## src/rtl/butterfly_row_loader_if.sv

```systemverilog
// Element-stream and row-output bundle between the row loader and its neighbours.
// The master drives the element stream; the slave (loader) returns ready and the assembled row.
interface butterfly_row_loader_if #(
  parameter int DATA_WIDTH = 64,
  parameter int NUM_INPUTS = 16
);
  localparam int NUM_SWITCHES = NUM_INPUTS / 2;
  localparam int IDX_WIDTH    = $clog2(NUM_INPUTS);

  logic                                   s_val;
  logic                                   s_rdy;
  logic [DATA_WIDTH-1:0]                  s_data;
  logic                                   s_last;
  logic                                   out_val;
  logic [0:NUM_INPUTS-1][DATA_WIDTH-1:0]  output_elements;
  logic [NUM_SWITCHES-1:0]                ctrls;
  logic [IDX_WIDTH-1:0]                   row_idx;

  modport master (
    output s_val, s_data, s_last,
    input  s_rdy, out_val, output_elements, ctrls, row_idx
  );

  modport slave (
    input  s_val, s_data, s_last,
    output s_rdy, out_val, output_elements, ctrls, row_idx
  );
endinterface

```

## src/rtl/butterfly_row_loader.sv

```systemverilog
// Packs a scalar element stream into NUM_INPUTS-wide rows for the first butterfly stage.
// Row emitted one edge after its last element; s_rdy stays high since emit and fill overlap.
module butterfly_row_loader #(
  parameter int DATA_WIDTH = 64,
  parameter int NUM_INPUTS = 16,
  parameter int STAGE      = 0
) (
  input logic                clk,
  input logic                rst_n,
  butterfly_row_loader_if.slave bus
);
  localparam int NUM_SWITCHES = NUM_INPUTS / 2;
  localparam int IDX_WIDTH    = $clog2(NUM_INPUTS);
  localparam logic [IDX_WIDTH-1:0] LAST_PTR = IDX_WIDTH'(NUM_INPUTS - 1);

  typedef logic [0:NUM_INPUTS-1][DATA_WIDTH-1:0] row_t;

  logic                    s_rdy_q, s_rdy_d;
  logic                    out_val_q, out_val_d;
  row_t                    out_row_q, out_row_d;
  logic [NUM_SWITCHES-1:0] ctrls_q, ctrls_d;
  logic [IDX_WIDTH-1:0]    row_idx_q, row_idx_d;
  logic [IDX_WIDTH-1:0]    ptr_q, ptr_d;
  row_t                    fill_q, fill_d;
  logic [IDX_WIDTH-1:0]    row_cnt_q, row_cnt_d;

  logic accept;
  logic complete;
  row_t fill_row;

  always_comb begin
    accept   = bus.s_val && s_rdy_q;
    complete = accept && ((ptr_q == LAST_PTR) || bus.s_last);
    // Slots past the current element are already zero because the buffer clears per row.
    fill_row        = fill_q;
    fill_row[ptr_q] = bus.s_data;

    s_rdy_d   = 1'b1;
    out_val_d = complete;
    out_row_d = out_row_q;
    ctrls_d   = ctrls_q;
    row_idx_d = row_idx_q;
    ptr_d     = ptr_q;
    fill_d    = fill_q;
    row_cnt_d = row_cnt_q;

    if (complete) begin
      out_row_d = fill_row;
      row_idx_d = row_cnt_q;
      ctrls_d   = {NUM_SWITCHES{row_cnt_q[STAGE]}};
      ptr_d     = '0;
      fill_d    = '0;
      row_cnt_d = bus.s_last ? '0 : row_cnt_q + IDX_WIDTH'(1);
    end else if (accept) begin
      fill_d = fill_row;
      ptr_d  = ptr_q + IDX_WIDTH'(1);
    end
  end

  always_ff @(posedge clk or negedge rst_n) begin
    if (!rst_n) begin
      s_rdy_q   <= 1'b0;
      out_val_q <= 1'b0;
      out_row_q <= '0;
      ctrls_q   <= '0;
      row_idx_q <= '0;
      ptr_q     <= '0;
      fill_q    <= '0;
      row_cnt_q <= '0;
    end else begin
      s_rdy_q   <= s_rdy_d;
      out_val_q <= out_val_d;
      out_row_q <= out_row_d;
      ctrls_q   <= ctrls_d;
      row_idx_q <= row_idx_d;
      ptr_q     <= ptr_d;
      fill_q    <= fill_d;
      row_cnt_q <= row_cnt_d;
    end
  end

  assign bus.s_rdy           = s_rdy_q;
  assign bus.out_val         = out_val_q;
  assign bus.output_elements = out_row_q;
  assign bus.ctrls           = ctrls_q;
  assign bus.row_idx         = row_idx_q;
endmodule

```

## src/flat_wrapper.sv

```systemverilog
// flat-port wrapper written by rule: the top's interface ports become plain ports
module butterfly_row_loader_flat 
#(
  parameter int DATA_WIDTH = 64,
  parameter int NUM_INPUTS = 16,
  parameter int STAGE      = 0
)
  (clk, rst_n, bus_s_val, bus_s_data, bus_s_last, bus_s_rdy, bus_out_val, bus_output_elements, bus_ctrls, bus_row_idx);
  butterfly_row_loader_if #(.DATA_WIDTH(DATA_WIDTH), .NUM_INPUTS(NUM_INPUTS)) bus_i ();
  input logic clk;
  input logic rst_n;
  input wire logic [$bits(bus_i.s_val)-1:0] bus_s_val;
  input wire logic [$bits(bus_i.s_data)-1:0] bus_s_data;
  input wire logic [$bits(bus_i.s_last)-1:0] bus_s_last;
  output wire logic [$bits(bus_i.s_rdy)-1:0] bus_s_rdy;
  output wire logic [$bits(bus_i.out_val)-1:0] bus_out_val;
  output wire logic [$bits(bus_i.output_elements)-1:0] bus_output_elements;
  output wire logic [$bits(bus_i.ctrls)-1:0] bus_ctrls;
  output wire logic [$bits(bus_i.row_idx)-1:0] bus_row_idx;
  assign bus_i.s_val = bus_s_val;
  assign bus_i.s_data = bus_s_data;
  assign bus_i.s_last = bus_s_last;
  assign bus_s_rdy = bus_i.s_rdy;
  assign bus_out_val = bus_i.out_val;
  assign bus_output_elements = bus_i.output_elements;
  assign bus_ctrls = bus_i.ctrls;
  assign bus_row_idx = bus_i.row_idx;
  butterfly_row_loader #(.DATA_WIDTH(DATA_WIDTH), .NUM_INPUTS(NUM_INPUTS), .STAGE(STAGE)) u_core (.clk(clk), .rst_n(rst_n), .bus(bus_i));
endmodule
```

## config.mk

```make
export PLATFORM = sky130hd
export DESIGN_NAME = butterfly_row_loader_flat
export DESIGN_NICKNAME = d
export VERILOG_FILES = /design/src/rtl/butterfly_row_loader_if.sv /design/src/rtl/butterfly_row_loader.sv /design/src/flat_wrapper.sv
export SDC_FILE = /design/constraint.sdc
export NUM_CORES = 2
export LEC_CHECK = 0
export CAP_MARGIN = 25
export CORE_MARGIN = 5
export CORE_UTILIZATION = 35
export DETAILED_ROUTE_END_ITERATION = 10
export GPL_TIMING_DRIVEN = 0
export SETUP_SLACK_MARGIN = 0.05
export SYNTH_ARGS = -nofsm -noshare
export SYNTH_HDL_FRONTEND = slang
export SYNTH_SLANG_ARGS = --single-unit
```

## constraint.sdc

```tcl
create_clock -name clk -period 3.6 [get_ports clk]
set_input_delay 0.72 -clock clk [delete_from_list [all_inputs] [get_ports clk]]
set_output_delay 0.72 -clock clk [all_outputs]
set_load 0.05 [all_outputs]
```

**After elaboration in Yosys (flattened, before gate mapping)**

Cells that the tools add are included.

- Add/subtract/negate cells: 2
- $lt $le $gt $ge: 2
- Equal/unequal tests: 1
- Multiplexer cells: 8
- Bitwise operators: 1
- Reductions and logical operators: 5

Operators with widths:

| operator | number |
|---|---|
| $mux 1024 | 2 |
| $bwmux 1024 | 1 |
| $demux 64 s4 | 1 |
| $mux 64 | 1 |
| $mux 4 | 3 |
| $add 4x1->4 const B | 2 |
| $ge 5x5->1 const B | 1 |
| $lt 5x1->1 const B | 1 |
| $not 4->5 | 1 |
| $eq 4x4->1 const B | 1 |
| $logic_and 1x1->1 | 3 |
| $reduce_bool 2->1 | 1 |
| $logic_or 1x1->1 | 1 |

- Bits in registers: 2,063
- Output and inout port bits: 1,038

**Depth between registers and ports, before layout**

- Word-level depth: 8
- Depth in mapped cells: 8
- Depth with buffers taken out: 5

**Worst setup path before layout**

Ideal clock, no wire load.

- Kind: register to register
- Start point: register u_core.s_rdy_q (netlist: u_core.bus.s_rdy)
- End point: register u_core.fill_q[100] (netlist name)
- Data arrival time: 2,059 ps
- Data required time: 3,534 ps
- Setup slack: 1,474 ps
- Cell stages (with the launch flop): 7
- Path buffers: 3
- Period minus slack after synthesis: 2,126 ps
- Path through: dfrtp_1 > nand2_1 > buf_2 > buf_4 > nor4_4 > buf_6 > a22o_1

- Longest elaborated chain between the ends: 3

Ends and longest elaborated chain:

| element | line | text |
|---|---|---|
| from (decl) | butterfly_row_loader.sv:18 | `logic s_rdy_q, s_rdy_d;` |
| from (signal assigned) | butterfly_row_loader.sv:71 | `s_rdy_q <= s_rdy_d;` |
| $logic_and 1x1->1 (*) | butterfly_row_loader.sv:32 | `accept = bus.s_val && s_rdy_q;` |
| $logic_and 1x1->1 | butterfly_row_loader.sv:33 | `complete = accept && ((ptr_q == LAST_PTR) \|\| bus.s_last);` |
| $mux 1024 / $reduce_bool 2->1 (equally long branches) | n/a |  |
| to (signal assigned) | butterfly_row_loader.sv:77 | `fill_q <= fill_d;` |
| to (decl) | butterfly_row_loader.sv:24 | `row_t fill_q, fill_d;` |

Every way passes the cells marked *; elsewhere a longest branch is shown, timed or not.
A chain may end at the register's enable or synchronous reset.

**Worst setup path after layout**

- Start point: register u_core.ptr_q[0]
- End point: register u_core.out_row_q (netlist bit u_core.bus.output_elements[816])

- Longest elaborated chain between the ends: 6

Ends and longest elaborated chain:

| element | line | text |
|---|---|---|
| from (decl) | butterfly_row_loader.sv:23 | `logic [IDX_WIDTH-1:0] ptr_q, ptr_d;` |
| from (signal assigned) | butterfly_row_loader.sv:76 | `ptr_q <= ptr_d;` |
| $not 4->5 (not written as such) | butterfly_row_loader.sv:36 | `fill_row[ptr_q] = bus.s_data;` |
| $ge 5x5->1 (not written as such) / $lt 5x1->1 (equally long branches) | butterfly_row_loader.sv:36 |  |
| $logic_and 1x1->1 (not written as such) | butterfly_row_loader.sv:36 |  |
| $mux 64 (not written as such) | butterfly_row_loader.sv:36 |  |
| $demux 64 s4 | butterfly_row_loader.sv:36 |  |
| $bwmux 1024 | butterfly_row_loader.sv:36 |  |
| to (signal assigned) | butterfly_row_loader.sv:73 | `out_row_q <= out_row_d;` |
| to (decl) | butterfly_row_loader.sv:20 | `row_t out_row_q, out_row_d;` |

Parallel ways exist; a longest one is shown, timed or not.

==> flow_summary.yaml <==
finish:
  fin_area_um2: 117000
  fin_cells: 13700
  drive_gt1_share_pct: 8.08
  syn_to_final_growth_pct: 27.7
  fin_nets: 9982
status:
  status: "complete, no violations"
detailed_routing:
  wl_met1_mm: 200
  drc: 0
  firstDrtPassIters: 7
  vias: 82400
  ant_nets: 0
  top_layer_used: "met5"
  finalWirelength_mm: 513
  drt_iter0_markers: 10400
  dr_wl_met3_mm: 58.7
  route.met2.wl_mm: 218
  wl_per_cell_um: 37.6
  vias_per_cell: 6.04
sta:
  clock-skew-final_ns: 0.0424
  relSlewSlack_pct: 16.2
  timing.fmax_mhz: 284
  fin_crit_sh_pct: 97.8
  period_minus_slack_ns: 3.52
  setup_viol: 0
  worst_pin_slew_ns: 1.26
  worst_hold_slack_ns: 0.398
  hold_viol_final: 0
  rsz0062_at_grt: "false"
  slew_viol_final: 0
synth:
  synth_warnings: 0
  yosys-top-cells-area: "dfrtp_1 56%, o21ai_0 13%, mux2i_1 11%"
  yosysUniqueCellTypes: 41
  synth_edf_count: 0
  synthTopCellsByCount: "2438 x o21ai_0, 2062 x dfrtp_1, 1030 x mux2i_1"
  synth_top_family_by_area: "compound AO/OA/AOI/OAI gates"
  synth_simple_gate_area_share_pct: 5.45
  synth.avg_cell_area_um2: 10.8
  async_reset_ff_share_pct: 100
  synth-xor-area-share_pct: 0.00952
  ys_seq_elements: 2062
  synth_fa_ha_area_share_pct: 0.0816
  synth_seq_area_share_pct: 56.1
  netlist_instances: 8520
  ys.flop_type: "dfrtp_1"
  muxShareOfSynthArea_pct: 11.3
  syn_nets: 8594
  synth.most_common_cell: "o21ai_0"
  synth_top_area_cell: "dfrtp_1"
  synth_compound_area_share_pct: 22.1
  synth_top_area_share_pct: 56.1
  syn_area_um2: 92000
placed_design:
  portBuffers: 1041
  routabilityCongestion: 0.953
  postPlaceCellArea_um2: 109000
  hpwl_mm: 387
  dp.cells: 13200
floorplan:
  die_area_um2: 273000
  initial_utilization_pct: 35.1
  core_um2: 262000
  die_w_um: 523
  rows: 188
  io_pins: 1106
  die_h_um: 523
min_path:
  hp-class: "input port to register"
clock_tree:
  cts_buffer_depth: 3
  clock_sinks: 2062
  htreeDepth: 4
  numCtsBuffers: 226
  root_buffer: "clkbuf_16"
  cts_tree: "done"
  clk_latency_ns: 0.92
  postCtsSetupBuffers: 0
  path_clk_slew_ns: 0.07
global_route:
  first_global_vias: 80100
  antenna_found_initial: 73
  grt_util_all_layers_pct: 36.2
  grt_max_degree: 177
  grt-ovfl-total: 0
  grt_pass1_wl_mm: 683
pwr:
  p_per_area_nw_per_um2: 659
  ir_drop_v: 0.000552
  p_leak_nw: 54.7
critical_path:
  reg2reg_setup_slack_ns: 0.08
  crit_path_start_kind: "register"
  crit_path_max_fanout: 10
  crit_arrival_ns: 4.27
  worst_setup_path_end_kind: "register"
  critPathKind: "register to register"
  crit_required_ns: 4.35
run:
  drv_cap: 0
[layout by cell type (no fill, tap or decap), types with 65 or more instances in the layout]
| master | Yosys | routed |
|---|---|---|
| a22o_1 | 512 | 512 |
| a22oi_1 | 384 | 384 |
| and2_1 | 67 | 67 |
| buf_2 | 146 | 137 |
| buf_4 | 58 | 67 |
| clkbuf_1 | 827 | 798 |
| clkbuf_16 | 0 | 232 |
| clkbuf_8 | 0 | 65 |
| clkdlybuf4s50_1 | 0 | 1040 |
| dfrtp_1 | 2062 | 2061 |
| mux2i_1 | 1030 | 1024 |
| nand2_1 | 348 | 347 |
| nor2b_1 | 347 | 347 |
| o21ai_0 | 2438 | 2438 |
[metrics by stage]
step | setup slack (ns) | util [%] | power, mW | setup TNS (ns)
finish | 0.0807 | 44.8 | 77.4 | 0
global route | 0.0408 | 44.8 | 79.5 | 0
CTS | 0.0181 | 44.7 | 77.2 | 0
detailed placement | -1.25 | 41.6 | 52.0 | -687.48
global placement | -93.42 | 40.8 | 51.3 | -
floorplan | 1.47 | - | 41.1 | 0
[kinds of logic after synthesis]
family          Yosys count
flops                  2062
buf+inv                1082
other cells               1
simple gates            920
mux                    1034
fa+ha+maj                 6
xor+xnor                  1
compound gates         3414
[report_power, final]
part	internal [mW]	total [mW]	switching (mW)
clock	14.9	25.4	10.4
sequential	26.4	29.1	2.72
combinational	6.72	22.9	16.2
total	48.1	77.4	29.4
[critical path, stage by stage, from the launching register on]
cell and delay, ns:
dfrtp_1 0.43, ha_1 0.31, a31oi_2 0.44, nand2b_1 0.19, buf_2 0.16, clkbuf_2 0.42
buf_12 0.26, clkbuf_1 0.84, o21ai_0 0.25
[final timing paths]
check,depth (start not counted),from,end
min,3,bus_s_data[0],u_core.bus.output_elements[960]
min reg2reg,1,u_core.fill_q[13],u_core.fill_q[13]
max,8,u_core.ptr_q[0],u_core.bus.output_elements[816]
min in group asynchronous,3,rst_n,u_core.fill_q[819]
max reg2reg,8,u_core.ptr_q[0],u_core.bus.output_elements[816]
max in group asynchronous,6,rst_n,u_core.bus.output_elements[466]
[repair_timing]
| action | CTS | global route |
|---|---|---|
| resized for setup | 34 | 10 |
| hold endpoints to repair | 94 | 0 |
| setup endpoints to repair | 516 | 548 |
| hold buffers | 2 | 0 |
| cloned | 0 | 2 |
[cell type report]
type	instances	area (um^2)
diodes	40	100
plain buffers	1076	4680
clock buffers	326	6770
clock inverters	92	1260
fillers	24700	145000
inverters	5	18.8
multi-input cells	5376	35900
flip-flops and latches	2062	51600
well taps	3515	4400
repair buffers	1161	12700
[per-layer routing]
layer	vias to the layer above	global-route usage [%]
li1	33500	-
met1	42700	46.5
met2	5164	52.8
met3	1014	12.3
met4	26	21.5
met5	-	0
[state kept, by name (all words and copies together), names as in the netlist]
signal                      cells
u_core.ptr_q                    4
u_core.bus.out_val              1
u_core.bus.s_rdy                1
u_core.fill_q                1024
u_core.bus.row_idx              4
u_core.row_cnt_q                4
u_core.bus.output_elements   1024
Power figures use the tool's default switching activity.
